--- src/rtl/arc4_pkg.sv ---
// Shared ARC4 cracking definitions: plaintext checker states, printable ASCII
// bounds and the range test used by the checker.
package arc4_pkg;

  typedef enum logic [2:0] {
    IDLE,
    RD_LEN,
    WAIT_LEN,
    SCAN,
    FINISH
  } pt_check_state_t;

  localparam logic [7:0] ASCII_PRINT_LO = 8'h20;
  localparam logic [7:0] ASCII_PRINT_HI = 8'h7E;

  function automatic logic is_printable(input logic [7:0] b,
                                        input logic [7:0] lo,
                                        input logic [7:0] hi);
    return (b >= lo) && (b <= hi);
  endfunction

endpackage

--- src/rtl/pt_check.sv ---
// Scans the length-prefixed plaintext left by the PRGA and reports whether
// every character is printable, stopping at the first bad byte.
module pt_check
  import arc4_pkg::*;
#(
  parameter logic [7:0] PRINT_LO = ASCII_PRINT_LO,
  parameter logic [7:0] PRINT_HI = ASCII_PRINT_HI
) (
  input  logic       clk,
  input  logic       rst,
  input  logic       en,
  output logic       rdy,
  output logic [7:0] pt_addr,
  input  logic [7:0] pt_rddata,
  output logic       done,
  output logic       valid,
  output logic [7:0] fail_idx
);

  pt_check_state_t state_q, state_d;
  logic [7:0]      len_q, len_d;
  logic [7:0]      addr_q, addr_d;
  logic            valid_q, valid_d;
  logic [7:0]      fail_idx_q, fail_idx_d;

  always_ff @(posedge clk) begin
    if (rst) begin
      state_q    <= IDLE;
      len_q      <= 8'd0;
      addr_q     <= 8'd0;
      valid_q    <= 1'b0;
      fail_idx_q <= 8'd0;
    end else begin
      state_q    <= state_d;
      len_q      <= len_d;
      addr_q     <= addr_d;
      valid_q    <= valid_d;
      fail_idx_q <= fail_idx_d;
    end
  end

  // addr_q is the address presented last cycle, i.e. the index whose byte is
  // on pt_rddata now while scanning.
  always_comb begin
    state_d    = state_q;
    len_d      = len_q;
    addr_d     = addr_q;
    valid_d    = valid_q;
    fail_idx_d = fail_idx_q;
    case (state_q)
      IDLE, FINISH: begin
        if (en) begin
          state_d    = RD_LEN;
          valid_d    = 1'b0;
          fail_idx_d = 8'd0;
        end
      end
      RD_LEN: begin
        addr_d  = 8'd0;
        state_d = WAIT_LEN;
      end
      WAIT_LEN: begin
        len_d = pt_rddata;
        if (pt_rddata == 8'd0) begin
          valid_d = 1'b1;
          state_d = FINISH;
        end else begin
          addr_d  = 8'd1;
          state_d = SCAN;
        end
      end
      SCAN: begin
        if (!is_printable(pt_rddata, PRINT_LO, PRINT_HI)) begin
          fail_idx_d = addr_q;
          valid_d    = 1'b0;
          state_d    = FINISH;
        end else if (addr_q == len_q) begin
          valid_d = 1'b1;
          state_d = FINISH;
        end else begin
          addr_d = addr_q + 8'd1;
        end
      end
      default: state_d = IDLE;
    endcase
  end

  // The address is driven from next-state so memory data lines up one cycle
  // later with the index held in addr_q.
  assign pt_addr  = addr_d;
  assign rdy      = (state_q == IDLE) || (state_q == FINISH);
  assign done     = (state_q == FINISH);
  assign valid    = valid_q;
  assign fail_idx = fail_idx_q;

endmodule

--- config.mk ---
export PLATFORM = sky130hd
export DESIGN_NAME = pt_check
export DESIGN_NICKNAME = d
export VERILOG_FILES = /design/src/rtl/arc4_pkg.sv /design/src/rtl/pt_check.sv
export SDC_FILE = /design/constraint.sdc
export NUM_CORES = 1
export LEC_CHECK = 0
export ABC_AREA = 1
export BUFFER_PORTS_ARGS = -buffer_cell sky130_fd_sc_hd__buf_2
export CAP_MARGIN = 10
export CORE_MARGIN = 2
export CORE_UTILIZATION = 60
export DETAILED_ROUTE_END_ITERATION = 6
export PLACE_DENSITY = 0.85
export RECOVER_POWER = 50
export SKIP_LAST_GASP = 1
export SYNTH_ARGS = -nofsm -noshare
export SYNTH_HDL_FRONTEND = slang
export SYNTH_SLANG_ARGS = --single-unit
--- constraint.sdc ---
create_clock -name clk -period 2.7 [get_ports clk]
set_input_delay 0.405 -clock clk [delete_from_list [all_inputs] [get_ports clk]]
set_output_delay 0.405 -clock clk [all_outputs]
set_load 0.01 [all_outputs]
==> flow_summary.ini <==
[timing]
min_period_ps = 2430
worst_pin_slew_ps = 431
slew_violations = 0
hold_viol_final = 0
setup_viol = 0
setup_ws_ps = 274
setup-tns-final_ps = 0
fmax_ghz = 0.412
relSlewSlack = 0.713
min_period_over_period = 0.898
skew_ps = 4.91
grt_setup_unrepaired = false

[die]
core_area_um2 = 2760
io_pins = 30
die_area_um2 = 3340
rows = 19
initial_core_util = 0.630
die-width_um = 57.8
die_h_um = 57.8

[layout]
final_area_um2 = 1860
area_growth_pct = 7.27
diodes = 0
final_util = 0.676
layout-drive-gt1-share = 0.224
nets = 286

[cts]
cts_sinks = 28
htreeDepth = 1
path_clk_slew_ps = 130
hold_buffers = 0
cts_tree = built
clock_latency_ps = 320
cts_resized = 0
post_cts_buffers = 0
clockBufferDepth = 2
cts_root_buf = clkbuf_4
cts_buffers = 3

[drt]
met3WireLength_um = 201
vias = 1616
vias_per_cell = 5.33
wl_met1_um = 1630
highest_layer = met4
detail-route-antenna-nets = 0
routed-wl-met2_um = 1680
drc = 0
avgRoutedWirePerCell_um = 11.7
routed_wirelength_um = 3560
drt_iter0_drc = 73
dr.pass1.iters = 4

[grt]
grt_pass1_wl_um = 6180
grt_max_degree = 18
grt_pass1_vias = 1421
grt_antenna_before_repair = 0
grt_usage = 0.237
overflow = 0

[worst_setup_path]
critPathLaunchType = flip-flop
crit_arrival_ps = 2020
crit_type = flip-flop to output port
path_max_fanout = 14
worstPathRequired_ps = 2300
r2r_cells = 9
crit_path_end_kind = output port

[synthesis]
synth_cells = 248
yosysTopAreaCellShare = 0.323
yosys-top-cells-area = dfxtp_1 32%, nand2_1 14%, a21oi_1 5.5%
synth.most_common_cell = nand2_1
async_flop_share = 0
yosysSeqAreaShare = 0.323
yosysTopAreaCell = dfxtp_1
yosys_warnings = 0
synth_area_um2 = 1740
synth_common_cells = 65 x nand2_1, 28 x dfxtp_1, 25 x nor2_1, 24 x inv_1, 19 x a21oi_1
ys_ff_latch = 28
avgSynthCellArea_um2 = 7.01
ys.flop_type = dfxtp_1
syn_nets = 260
ys_types = 31
synth_edf_count = 0

[place]
hpwl_um = 2830
pre_cts_slack_ps = 665
placed_area_um2 = 1860
gp_congestion = 0.921
numPortBuffers = 29

[pwr]
p_int_mw = 0.581
p_clk_frac = 0.184
power_switching_mw = 0.329
power_frac_seq = 0.500
peakVddDrop_uv = 430
power_frac_comb = 0.317
p_sw_frac = 0.361
power_leakage_nw = 0.907
p_per_area_nw_per_um2 = 488

[job]
maxCapViolCount = 0

[status]
outcome = complete, no violations

[hold_path]
hp-class = input pin to flip-flop
hold_path_depth = 3
metrics by stage:
step / power [mW] / hold slack (ps) / std cells
CTS: 0.923 / 330 / 303
global route: 0.976 / 336 / 303
detailed placement: 0.758 / 445 / 300
floorplan: 0.712 / 443 / 248
global placement: 0.751 / 434 / 300
finish: 0.910 / 340 / 303
cells in the final DEF (no fill, tap or decap), drive strengths merged, types with 2 or more instances in the layout:
| master | instances |
|---|---|
| a21oi | 24 |
| buf | 19 |
| xnor2 | 5 |
| nand3 | 16 |
| o21ai | 12 |
| o211ai | 5 |
| nand4 | 2 |
| nor2 | 31 |
| dfxtp | 28 |
| inv | 31 |
| nand2 | 79 |
| clkbuf | 14 |
layout make-up:
cell class                 instances  area (um2)
clock buffer                       3        22.5
sequential                        28         561
fill                             283         893
tap                               31        38.8
inverter                          31         116
multi-input combinational        180         990
timing repair buffer              30         136
flip-flops by register name, indices dropped and copies added, names as in the netlist:
register	flops
valid	1
addr_q	8
fail_idx	8
state_q	3
len_q	8
logic make-up after synthesis:
kind of cell	Yosys count	share of synthesized area
flip-flops	28	0.323
AND/OR/NAND/NOR	129	0.361
buffers and inverters	40	0.107
AO/OA/AOI/OAI	44	0.163
XOR/XNOR	6	0.0389
adder cells (fa/ha/maj)	1	0.00720
critical path, stage by stage (launching register included):
cell	delay [ps]
dfxtp_1	380
inv_2	70
nand2_4	90
inv_1	50
nand2_1	300
inv_2	100
nand2_1	120
nand2_2	70
inv_1	70
nand2_1	120
nand2_1	130
nand2_1	60
buf_2	140
metal layers:
metal | up-vias | track usage
li1 | 840 | -
met1 | 729 | 0.305
met2 | 41 | 0.406
met3 | 6 | 0.0446
met4 | 0 | 0.0631
met5 | - | 0
power by group through the flow:
| stage | Sequential [mW] | Combinational, mW | Clock, mW |
|---|---|---|---|
| global placement | 0.463 | 0.288 | 0 |
| detailed placement | 0.464 | 0.294 | 0 |
| floorplan | 0.465 | 0.247 | 0 |
| finish | 0.455 | 0.288 | 0.167 |
| global route | 0.459 | 0.323 | 0.194 |
| CTS | 0.454 | 0.295 | 0.173 |
path summary, 6_finish.rpt:
| path | start | endpoint | slack, ps |
|---|---|---|---|
| worst max-delay path | state_q[2] | pt_addr[6] | 270 |
| worst min-delay path | pt_rddata[2] | len_q[2] | 340 |
| worst max register to register | state_q[2] | fail_idx[6] | 900 |
| worst min register to register | valid | valid | 470 |
(Power assumes the default switching activity.)
